[src/rtl/gate_equiv_sequencer.sv]
// Exhaustive truth-table sweep sequencer comparing two gate networks driven by one stimulus.
// Reports the mismatch count, the first failing vector and a pass verdict per sweep.
module gate_equiv_sequencer #(
  parameter int N_INPUTS      = 2,
  parameter int SETTLE_CYCLES = 1
) (
  input  logic                clk,
  input  logic                rst_n,
  input  logic                start,
  input  logic                abort,
  input  logic                resp_x,
  input  logic                resp_y,
  output logic [N_INPUTS-1:0] stim,
  output logic                busy,
  output logic                done,
  output logic                pass,
  output logic [N_INPUTS:0]   mismatch_count,
  output logic [N_INPUTS-1:0] first_fail_vec,
  output logic                first_fail_valid
);

  typedef enum logic [2:0] {
    IDLE    = 3'd0,
    APPLY   = 3'd1,
    SETTLE  = 3'd2,
    COMPARE = 3'd3,
    DONE    = 3'd4
  } state_e;

  localparam logic [N_INPUTS-1:0] LAST_VEC    = '1;
  localparam logic [3:0]          SETTLE_LOAD = (SETTLE_CYCLES > 0) ? 4'(SETTLE_CYCLES - 1) : 4'd0;

  state_e              state_q;
  logic [3:0]          settle_q;
  logic [N_INPUTS-1:0] stim_q;
  logic                busy_q;
  logic                done_q;
  logic                pass_q;
  logic [N_INPUTS:0]   count_q;
  logic [N_INPUTS-1:0] ffvec_q;
  logic                ffvalid_q;
  logic                resp_diff;
  logic                accept;

  assign resp_diff = resp_x ^ resp_y;
  // DONE also accepts start so a held start yields back-to-back sweeps with no idle gap.
  assign accept    = start && ((state_q == IDLE) || (state_q == DONE));

  always_ff @(posedge clk) begin
    if (!rst_n) begin
      state_q   <= IDLE;
      settle_q  <= 4'd0;
      stim_q    <= '0;
      busy_q    <= 1'b0;
      done_q    <= 1'b0;
      pass_q    <= 1'b0;
      count_q   <= '0;
      ffvec_q   <= '0;
      ffvalid_q <= 1'b0;
    end else if (accept) begin
      state_q   <= APPLY;
      stim_q    <= '0;
      busy_q    <= 1'b1;
      done_q    <= 1'b0;
      pass_q    <= 1'b0;
      count_q   <= '0;
      ffvec_q   <= '0;
      ffvalid_q <= 1'b0;
    end else begin
      done_q <= 1'b0;
      case (state_q)
        IDLE: ;
        APPLY: begin
          if (abort) begin
            state_q <= IDLE;
            busy_q  <= 1'b0;
            pass_q  <= 1'b0;
          end else if (SETTLE_CYCLES > 0) begin
            state_q  <= SETTLE;
            settle_q <= SETTLE_LOAD;
          end else begin
            state_q <= COMPARE;
          end
        end
        SETTLE: begin
          if (abort) begin
            state_q <= IDLE;
            busy_q  <= 1'b0;
            pass_q  <= 1'b0;
          end else if (settle_q == 4'd0) begin
            state_q <= COMPARE;
          end else begin
            settle_q <= settle_q - 4'd1;
          end
        end
        COMPARE: begin
          if (abort) begin
            state_q <= IDLE;
            busy_q  <= 1'b0;
            pass_q  <= 1'b0;
          end else begin
            if (resp_diff) begin
              count_q <= count_q + 1'b1;
              if (!ffvalid_q) begin
                ffvec_q   <= stim_q;
                ffvalid_q <= 1'b1;
              end
            end
            // Verdict includes this final comparison, so it is valid alongside done.
            if (stim_q == LAST_VEC) begin
              state_q <= DONE;
              done_q  <= 1'b1;
              pass_q  <= (count_q == '0) && !resp_diff;
            end else begin
              stim_q  <= stim_q + 1'b1;
              state_q <= APPLY;
            end
          end
        end
        DONE: begin
          state_q <= IDLE;
          busy_q  <= 1'b0;
        end
        default: begin
          state_q <= IDLE;
          busy_q  <= 1'b0;
        end
      endcase
    end
  end

  assign stim             = stim_q;
  assign busy             = busy_q;
  assign done             = done_q;
  assign pass             = pass_q;
  assign mismatch_count   = count_q;
  assign first_fail_vec   = ffvec_q;
  assign first_fail_valid = ffvalid_q;

endmodule

[config.mk]
export PLATFORM = sky130hd
export DESIGN_NAME = gate_equiv_sequencer
export DESIGN_NICKNAME = d
export VERILOG_FILES = /design/src/rtl/gate_equiv_sequencer.sv
export SDC_FILE = /design/constraint.sdc
export NUM_CORES = 1
export LEC_CHECK = 0
export ABC_CLOCK_PERIOD_IN_PS = 1900
export CAP_MARGIN = 10
export CORE_ASPECT_RATIO = 0.9
export CORE_MARGIN = 1.5
export CORE_UTILIZATION = 45
export DETAILED_ROUTE_END_ITERATION = 10
export DONT_BUFFER_PORTS = 1
export SYNTH_ARGS = -nofsm -noshare
export SYNTH_HDL_FRONTEND = slang
export SYNTH_SLANG_ARGS = --single-unit
[constraint.sdc]
create_clock -name clk -period 1.9 [get_ports clk]
set_input_delay 0.38 -clock clk [delete_from_list [all_inputs] [get_ports clk]]
set_output_delay 0.38 -clock clk [all_outputs]
set_load 0.005 [all_outputs]
# Yosys cells after proc, flatten, opt, wreduce, memory -nomap -nowiden
# Index checks and enable logic that the tools add are counted.
[word_totals]
out_inout_bits = 11
ramBits = 0
reg_bits = 18
latch_bits = 0
memories = 0
inputBits = 6
mem_bits_ro = 0
elab_cells = 74
[classes]
eq_ne = 14
div = 0
bitwise_logic = 8
n_reduce_logical = 21
n_mul = 0
order_cmp = 0
shifts = 0
n_mux = 18
addsub = 3
[ops]
columns = ["op", "count"]
rows = [
  ["3-bit 2-to-1 mux", 4],
  ["4-bit 2-to-1 mux", 3],
  ["3-bit case mux with 4 select lines", 1],
  ["3-bit AND reduction", 3],
  ["2-bit inequality test (second input constant)", 4],
  ["4-bit case mux with 2 select lines", 1],
  ["1-bit inverter", 7],
  ["3-bit by 2-bit == test with 1-bit output (second input constant)", 2],
  ["3-bit zero test", 2],
  ["1-bit 2-to-1 mux", 6],
  ["3-bit inequality test (second input constant)", 2],
  ["2-bit AND reduction", 3],
  ["5-bit AND reduction", 1],
  ["4-bit zero test", 1],
  ["4-bit inequality test (second input constant)", 1],
  ["1-bit case mux with 2 select lines", 2],
  ["4-bit AND reduction", 1],
  ["2-bit nonzero test", 2],
  ["2-bit OR reduction", 2],
  ["4-bit OR reduction", 1],
  ["4-bit by 1-bit subtractor with 4-bit output (second input constant)", 1],
  ["3-bit by 1-bit adder with 3-bit output (second input constant)", 1],
  ["3-bit by 1-bit == test with 1-bit output (second input constant)", 1],
  ["3-bit == test (second input constant)", 1],
  ["other kinds (10)", 11],
]

# Longest topological paths before layout
# Gate-level depths: netlist of run 1.
[depth]
ltp_word = 6
ltp_mapped = 6
ltp_nobuf = 6

# Worst setup path before layout of run 1
# No wires, ideal clock.
[synth_path]
path_type = "register to register"
start = "reg state_q[0]"
end = "reg settle_q[2]"
arrival_time_ns = 1.344
synth_period_minus_slack_ns = 1.466
setup_time_ns = 0.122
n_path_buf = 1
t_required_ns = 1.778
setup_slack_ns = 0.434
stages_incl_launch_ff = 6
path_cell_list = "dfxtp_1 > buf_6 > or4b_1 > o211a_1 > o21ai_1 > o31ai_1"
[synth_via]
elab_chain_cells = 5
elab_cells_between_ends = 13
cone_classes = "eq/ne: 6; mux: 1; bitwise: 1; reduce/logical: 5"
[synth_lines]
columns = ["element", "line_no", "rtl"]
rows = [
  ["from (decl)", "33", "state_e state_q;"],
  ["from (signal assigned)", "51", "state_q <= IDLE;"],
  ["from (signal assigned)", "61", "state_q <= APPLY;"],
  ["from (signal assigned)", "75", "state_q <= IDLE;"],
  ["3-bit == test / 3-bit zero test (equally long branches)", "47", "assign accept = start && ((state_q == IDLE) || (state_q == DONE));"],
  ["1-bit logical OR", "47", ""],
  ["1-bit logical AND", "47", ""],
  ["1-bit inverter (no source line)", "-", ""],
  ["5-bit AND reduction (no source line)", "-", ""],
  ["to (signal assigned)", "93", "settle_q <= settle_q - 4'd1;"],
  ["to (decl)", "34", "logic [3:0] settle_q;"],
]
# Parallel ways exist; a longest one is shown, timed or not.
# A chain may end at the register's enable or synchronous reset.

# Final worst setup path of run 1
[layout_path]
start = "reg state_q[1]"
end = "reg settle_q[2]"
# The elaborated chain is that of the path after synthesis.

==> summary.txt, run 1 <==
Timing
  – Worst-Margin Slew: 0.402 ns
  – Setup TNS Final: 0 ns
  – Final period utilization: 0.810
  – Fin crit period: 1.54 ns
  – RSZ-0062 raised after global routing: no
  – Final setup viols: 0
  – Worst Skew: 0.00107 ns
  – Number of max-slew violations in the final report: 0
  – Worst slew margin: 0.731
  – Upper clock frequency limit: 650 MHz
  – Final Hold Vio Count: 0

Layout
  – Most common cell after layout, fill and taps aside: dfxtp_1
  – Area Overhead vs Synth: 5.31%
  – Final core occ: 0.520
  – Antenna diodes: 0
  – Commonest cells after routing, fill and taps aside: dfxtp_1, nor2_1, nand2_1, a21oi_1
  – Post-layout net count: 110
  – Layout cells sized above 1: 0.0612

Detailed routing
  – DR WL/cell: 12.3 um
  – Routed wire length: 1500 um
  – First-iteration detailed-routing DRC count: 3
  – Via Count: 645
  – Vias per cell: 5.29
  – Post-route ant nets: 0
  – Residual DRC: 0
  – Pre-antenna DRT Iters: 2

Floorplan
  – Core area: 1720 um^2
  – Cell Rows: 14
  – Die Width: 48.8 um
  – Chip height: 44.2 um
  – Initial Utilization: 0.494
  – Die Area: 2150 um^2
  – Num ports: 17

Worst setup path
  – Crit path buffers/inverters: 0
  – Worst setup path class: reg -> reg
  – Crit path launch type: register
  – Worst path slowest cell: dfxtp_1
  – Crit-path leading delay family: flip-flops
  – Worst EP required: 2.09 ns
  – Worst-path cell chain: or4b_1, o211a_1, o21ai_1, o31ai_1
  – CP max stage delay: 0.49 ns
  – Worst-path fanout max: 10
  – Crit. End Element: register
  – Crit path DAT: 1.73 ns

Yosys
  – Post-Synthesis Cell Area: 848 um^2
  – Post-synthesis sequential area ratio: 0.425
  – Yosys reg bits: 18
  – Post-synth ARST share: 0
  – Cell count after synthesis: 97
  – Synth top area cells: dfxtp_1, ha_1, nor2_1, a21oi_1, nand2_1
  – Syn Area/Cell: 8.75 um^2
  – Distinct cells, synth: 29
  – Main flop type after synthesis: dfxtp_1
  – Post-synth EDFFs: 0
  – Synth area leader: dfxtp_1
  – Syn nets: 108
  – Synth Warn #: 0
  – Synth top area share: 0.425

CTS
  – Setup Fix Bufs, Post-CTS: 0
  – Total CTS buffers: 3
  – Max Root-Sink Buffers: 2
  – Hold buffers post-CTS: 0
  – CTS H-tree lvls: 1
  – CTS Sinks: 18
  – Root buffer cell: clkbuf_4
  – Post-cts sizing count: 0
  – Worst-skew pair later-pin latency: 0.29 ns
  – CTS tree: yes
  – Reg clk slew, reported paths: 0.10 ns

Global route
  – First-pass GRT wire length: 2580 um
  – Vias in the first global route: 574
  – Initial antenna violation count: 0
  – Tot GR Track Use: 0.156
  – Largest net degree at the start of global routing: 12
  – Total grt overflow: 0

Power
  – Peak supply drop: 0.472 mV
  – Pleak: 0.000341 uW
  – Pwr Density: 736 nW/um^2

Place
  – Hpwl dp: 1110 um
  – Final GP Congestion: 0.788
  – I/O Buffers: 0

Status
  – Status: finished, final reports clean

Min path
  – Hold Crit Class: in -> reg

Run
  – Max_cap viols: 0
## flip-flops by register name, summed over array words and instances, names as in the netlist
| register | cells |
|---|---|
| done | 1 |
| mismatch_count | 3 |
| busy | 1 |
| pass | 1 |
| first_fail_vec | 2 |
| stim | 2 |
| state_q | 3 |
| settle_q | 4 |
| first_fail_valid | 1 |
## final cells by class
class,instances,area (um^2)
Fill cell,184,823
Clock buffer,4,36.3
Tap cell,24,30.0
Sequential cell,18,360
Inverter,6,22.5
Multi-Input combinational cell,70,444
## per-stage QoR
| step | hold slack, ns | cells | worst slack, ns | power, uW | area, um^2 |
|---|---|---|---|---|---|
| final | 0.197 | 122 | 0.362 | 658 | 893 |
| after global routing | 0.190 | 122 | 0.244 | 684 | 893 |
| after CTS | 0.191 | 122 | 0.360 | 662 | 893 |
| after detailed placement | 0.492 | 118 | 0.382 | 427 | 857 |
| after global placement | 0.475 | 118 | 0.421 | 427 | 857 |
| after floorplan | 0.447 | 97 | 0.434 | 426 | 848 |
## cell usage after synthesis (2+ instances only)
master     number
xor2_1          3
o21ai_0         6
inv_1           6
nand2b_1        2
ha_1            5
o21ai_1         3
nand4bb_1       2
dfxtp_1        18
nor3b_1         2
nand2_1         9
xnor2_1         2
a21oi_1         7
buf_2           2
nand3_1         4
or4b_1          2
nor2_1         11
## per-layer routing
layer  share of wire  up-vias  wire [um]  track usage
met1            0.56      295        844        0.224
met5               0        -          0            0
met3           0.066        2         99       0.0541
met2            0.36       14        541        0.211
li1                -      334          -            -
met4           0.012        0         18       0.0686
## path summary, 6_finish.rpt
path,slack [ns],endpoint,cells after the start,startpoint
setup / recovery,0.36,settle_q[2]$_SDFFE_PN0P_,4,state_q[1]$_SDFFE_PP0P_
hold / removal,0.20,state_q[0]$_SDFFE_PN0P_,1,rst_n
setup reg to reg,0.36,settle_q[2]$_SDFFE_PN0P_,4,state_q[1]$_SDFFE_PP0P_
hold reg to reg,0.50,settle_q[3]$_SDFFE_PN0P_,2,settle_q[3]$_SDFFE_PN0P_
## kinds of logic after synthesis
| family | Yosys count | share of synthesized area |
|---|---|---|
| fa+ha+maj | 5 | 0.0737 |
| compound gates | 20 | 0.133 |
| buf+inv | 9 | 0.0516 |
| flops | 18 | 0.425 |
| mux | 1 | 0.0118 |
| simple gates | 39 | 0.254 |
| xor+xnor | 5 | 0.0516 |
## power by group
| group | switching, uW | internal, uW | total [uW] | leakage (uW) |
|---|---|---|---|---|
| Clock | 123 | 117 | 239 | 0.0000210 |
| Combinational | 17.0 | 13.1 | 30.1 | 0.000175 |
| Sequential | 6.69 | 382 | 388 | 0.000146 |
(Power assumes the default switching activity.)
==> inputs of run 2 (changes only) <==
--- a/config.mk
+++ b/config.mk
@@ -5,7 +5,7 @@
 export SDC_FILE = /design/constraint.sdc
 export NUM_CORES = 1
 export LEC_CHECK = 0
-export ABC_CLOCK_PERIOD_IN_PS = 1900
+export ABC_CLOCK_PERIOD_IN_PS = 1300
 export CAP_MARGIN = 10
 export CORE_ASPECT_RATIO = 0.9
 export CORE_MARGIN = 1.5
==> constraint.sdc (replaced) <==
create_clock -name clk -period 1.3 [get_ports clk]
set_input_delay 0.26 -clock clk [delete_from_list [all_inputs] [get_ports clk]]
set_output_delay 0.26 -clock clk [all_outputs]
set_load 0.005 [all_outputs]
==> run 2 against run 1 <==
The run now ends with setup timing left. Combinational power grew to 2.8 times the previous value. Maximum frequency grew 5.1%. Sequential share of layout area is 6.1 points lower. Clock skew barely moved. Global-route usage is 2.4 points higher. Flip-flop and latch count unchanged. Highest routed layer unchanged.
==> summary.txt, run 2 (synthesis results as in run 1) <==
Layout
  – Layout cells sized above 1: 0.292 (+0.231)
  – Antenna diodes: 0 (unchanged)
  – Multi-input combinational cell area: 493 um^2 (+11%)
  – Final core occ: 0.620 (+0.0999)
  – Area Overhead vs Synth: 25.5%
  – Register with the most flip-flops: settle_q
  – Post-layout net count: 126 (+15%)
  – Max FFs per register: 4 (unchanged)
  – # fillers: 167 (-9.2%)
  – Sequential cell area: 364 um^2 (+1.0%)
  – Commonest cells after routing, fill and taps aside: dfxtp_1, buf_4, nor2_1, nand2_1, a21oi_1

Worst setup path
  – Worst-path fanout max: 4 (-6)
  – Crit path DAT: 1.64 ns (-0.09 ns)
  – CP max stage delay: 0.50 ns (about the same)
  – Worst EP required: 1.48 ns (-0.61 ns)
  – Worst setup path class: reg -> reg
  – Crit path buffers/inverters: 0 (unchanged)
  – Worst-path cell chain: or4b_1, o211a_1, o21ai_1, o31ai_2
  – Crit path launch type: register
  – Worst path slowest cell: or4b_1
  – Crit-path leading delay family: compound AO/OA/AOI/OAI gates
  – Crit. End Element: register
  – FF-to-FF setup slack: -0.16 ns (-0.52 ns)

Min path
  – Hold Crit Class: in -> reg

CTS
  – Hold buffers post-CTS: 0 (unchanged)
  – CTS Sinks: 18 (unchanged)
  – CTS tree: yes
  – Worst-skew pair later-pin latency: 0.28 ns (about the same)
  – CTS H-tree lvls: 1 (unchanged)
  – Max Root-Sink Buffers: 2 (unchanged)
  – Reg clk slew, reported paths: 0.10 ns (about the same)
  – Total CTS buffers: 3 (unchanged)
  – Root buffer cell: clkbuf_4

Timing
  – Fin crit period: 1.46 ns (-0.0750 ns)
  – Number of max-slew violations in the final report: 0 (unchanged)
  – RSZ-0062 raised after global routing: yes
  – Final setup viols: 15 (+15)
  – Worst-Margin Slew: 0.294 ns (-0.108 ns)
  – Upper clock frequency limit: 683 MHz (+5.1%)
  – Final Hold Vio Count: 0 (unchanged)
  – Worst Skew: 0.00128 ns (+0.000211 ns)
  – Final period utilization: 1.13 (+0.316)
  – Setup ws final: -0.163 ns (-0.525 ns)
  – Hold Slack: 0.0848 ns (-0.112 ns)
  – Worst slew margin: 0.802 (+0.0712)

Global route
  – Vias in the first global route: 685 (+19%)
  – Tot GR Track Use: 0.180 (+0.0241)
  – Largest net degree at the start of global routing: 12 (unchanged)
  – Total grt overflow: 0 (unchanged)
  – Initial antenna violation count: 0 (unchanged)
  – First-pass GRT wire length: 2920 um (+13%)

Floorplan
  – Initial Utilization: 0.494 (unchanged)
  – Chip height: 44.2 um (unchanged)
  – Num ports: 17 (unchanged)
  – Cell Rows: 14 (unchanged)
  – Die Area: 2150 um^2 (unchanged)
  – Die Width: 48.8 um (unchanged)
  – Core area: 1720 um^2 (unchanged)

Power
  – Pleak: 0.000438 uW (+28%)
  – Peak supply drop: 0.667 mV (+41%)
  – Pwr Density: 859 nW/um^2 (+17%)

Detailed routing
  – Pre-antenna DRT Iters: 4 (+2)
  – Via Count: 729 (+13%)
  – DR WL/cell: 12.7 um (+3.1%)
  – Residual DRC: 0 (unchanged)
  – Vias per cell: 5.32 (+0.65%)
  – Post-route ant nets: 0 (unchanged)
  – First-iteration detailed-routing DRC count: 23 (+20)
  – Routed wire length: 1740 um (+16%)

Place
  – I/O Buffers: 0 (unchanged)
  – Hpwl dp: 1290 um (+16%)
  – Final GP Congestion: 0.830 (+5.3%)

Run
  – Max_cap viols: 0 (unchanged)

Status
  – Status: finished with violations
  – Failing checks: setup timing
-- run 2: changes by cell type in the layout (fill, tap and decap cells not counted), sizes merged --
cell | before | now
buf | 0 | 16
clkbuf | 4 | 3
-- run 2: routing by layer --
layer | up-vias | routed length [um] | track usage
li1 | 370 | - | -
met1 | 342 | 803 | 0.212
met2 | 15 | 849 | 0.288
met3 | 2 | 75 | 0.0743
met4 | 0 | 13 | 0.0914
met5 | - | 0 | 0
-- run 2: metrics by stage --
step / area [um^2] / cells / power (uW) / setup slack [ns] / TNS [ns]
global route: 1060 / 137 / 961 / -0.200 / -1.64
global placement: 982 / 133 / 652 / -0.0813 / -0.342
CTS: 1050 / 136 / 929 / -0.130 / -0.542
detailed placement: 982 / 133 / 653 / -0.142 / -0.680
floorplan: 851 / 97 / 623 / -0.119 / -0.354
finish: 1060 / 137 / 914 / -0.163 / -0.493
-- run 2: worst reg2reg max path, delay by kind of cell (launching register included) --
family	cells	cell delay, ns
DFF	1	0.34
AOI/OAI and AO/OA	3	0.52
and+or+nand+nor	1	0.50
-- run 2: final timing paths --
| kind | startpoint | end | cells after the start |
|---|---|---|---|
| setup / recovery | state_q[2]$_SDFFE_PP0P_ | settle_q[2]$_SDFFE_PN0P_ | 4 |
| hold / removal | rst_n | state_q[0]$_SDFFE_PN0P_ | 1 |
| setup reg to reg | state_q[2]$_SDFFE_PP0P_ | settle_q[2]$_SDFFE_PN0P_ | 4 |
| hold reg to reg | first_fail_vec[1]$_SDFFE_PP0P_ | first_fail_vec[1]$_SDFFE_PP0P_ | 2 |
-- run 2: timing repair --
| action | in CTS | in global routing |
|---|---|---|
| buffers inserted | 0 | 1 |
| gates resized for setup | 12 | 4 |
| setup endpoints to repair | 16 | 17 |
| pin swaps | 5 | 1 |
-- run 2: layout make-up --
type	instances	share of cell area
clock buffer	3	0.0212
sequential	18	0.342
timing repair buffer	16	0.125
multi-input combinational	70	0.463
tap	24	0.0282
inverter	6	0.0212
-- run 2: report_power, final --
group	internal (uW)	switching [uW]
combinational	44.4	38.8
sequential	558	5.02
clock	108	161
==> RTL edit (config.mk and constraints of run 2) <==
Set the parameter `N_INPUTS` to 1 (it was 2).
--- a/src/rtl/gate_equiv_sequencer.sv
+++ b/src/rtl/gate_equiv_sequencer.sv
@@ -2,5 +2,5 @@
 // Reports the mismatch count, the first failing vector and a pass verdict per sweep.
 module gate_equiv_sequencer #(
-  parameter int N_INPUTS      = 2,
+  parameter int N_INPUTS      = 1,
   parameter int SETTLE_CYCLES = 1
 ) (
Interface: changed (resized first_fail_vec, mismatch_count and stim); port bits go from 17 to 14. No check against the original RTL was run, so the function may have changed too.
==> RTL edit against run 2 <==
The run still ends with negative setup slack left; global-route usage is 2.0 points higher; sequential share of layout area is 2.9 points lower; first-iteration DRC count is 30% lower; design area is 8.1% lower; area after synthesis is 3.2% lower; setup slack better by 160 ps; count of clock-buffer cells in the layout is 1 higher; power is 5.6% lower; die area is 3.0% lower; wire length is 0.63% lower; sequential cell count is 3 lower; maximum frequency is 12% higher; synthesized cell count is 6.2% lower; clock power hardly changed; critical endpoint is now settle_q[3]; largest cell class unchanged; largest power group unchanged.
==> RTL edit: results <==
export IMPL_outcome="complete, but fails checks"
export IMPL_violations="negative setup slack"
export IMPL_ir_worst_vdd_v=0.000466
export IMPL_synth_commonest_cells="15 x dfxtp_1, 8 x nor2_1, 6 x a21oi_1, 6 x inv_1, 6 x nand2_1"
export IMPL_grt_pass1_vias=620
export IMPL_dp_slack_ps=-57.2
export IMPL_synth_cell_types=36
export IMPL_dp_hpwl_um=1210
export IMPL_min_delay_path_depth=2
export IMPL_p_seq_frac=0.560
export IMPL_dr_pass1_iters=6
export IMPL_grt_total_usage=0.200
export IMPL_finalSetupViolCount=1
export IMPL_synth_net_count=99
export IMPL_initialDrtViolationCount=16
export IMPL_routedWlPerCell_um=14.1
export IMPL_hp_start="rst_n"
export IMPL_synth_area_leaders="dfxtp_1 37%, a21oi_1 3.7%, nand3b_1 3.7%, nor2_1 3.7%, or3b_1 3.2%"
export IMPL_reg2reg_to="settle_q[3]"
export IMPL_path_clk_slew_ps=80
export IMPL_stdcell_count=123
export IMPL_whs_ps=79.7
export IMPL_tns_ps=-7.81
export IMPL_grt_max_degree=15
export IMPL_drive_gt1_frac=0.343
export IMPL_gp_congestion=0.794
export IMPL_p_leak_nw=0.334
export IMPL_avgViaCountPerCell=5.56
export IMPL_netlist_instances=91
export IMPL_reg2reg_depth=3
export IMPL_fin_nets=108
export IMPL_io_buffers=0
export IMPL_yosysWarnings=0
export IMPL_layout_setup_ws_ps=-7.81
[RTL edit: changes by cell type in the layout (fill, tap and decap cells not counted), moves of 3 or more]
cell / change
buf_4: -5
dfxtp_1: -5
ha_1: -4
nand3b_1: +3
nand4_1: +3
nor2_1: -3
o21ai_1: -4
[RTL edit: logic make-up (layout without fill, tap and decap cells)]
family	after synthesis	in the layout	synth area share
compound gates	17	17	0.128
xor+xnor	3	3	0.0320
fa+ha+maj	2	2	0.0305
buf+inv	12	20	0.0808
flops	15	15	0.366
mux	2	2	0.0244
simple gates	40	40	0.338
[RTL edit: what timing repair did]
action,in CTS,in global routing
setup endpoints to repair,5,12
pin swaps,2,3
resized for setup,10,8
setup buffers,0,0
[RTL edit: layer usage]
metal / wire (um) / track usage / vias to the layer above
li1: - / - / 351
met1: 872 / 0.291 / 324
met2: 789 / 0.259 / 7
met3: 50 / 0.0833 / 2
met4: 18 / 0.0811 / 0
met5: 0 / 0 / -
[RTL edit: stage by stage]
step	area [sq um]	total power, mW
2_1_floorplan	822	0.573
3_3_place_gp	883	0.583
3_5_place_dp	883	0.584
4_1_cts	948	0.867
5_1_grt	978	0.911
6_report	978	0.864
[RTL edit: worst max path at each step]
stage	slack, ps	to	cells past startpoint
6_report	-8	settle_q[3]	3
3_5_place_dp	-60	settle_q[1]	5
3_3_place_gp	-50	settle_q[3]	3
5_1_grt	-60	settle_q[2]	5
4_1_cts	-20	settle_q[3]	3
2_1_floorplan	6	settle_q[2]	5
[RTL edit: final cells by class]
type,count,area [sq um]
clock buffer,4,26.3
fill,160,721
sequential,15,307
multi-input combinational,64,518
timing repair buffer,10,75.1
tap,24,30.0
inverter,6,22.5
[RTL edit: critical path: stages, from the launching register on]
cell and delay (ps):
dfxtp_2 350, or4_4 540, nor4_4 160, mux2i_1 200
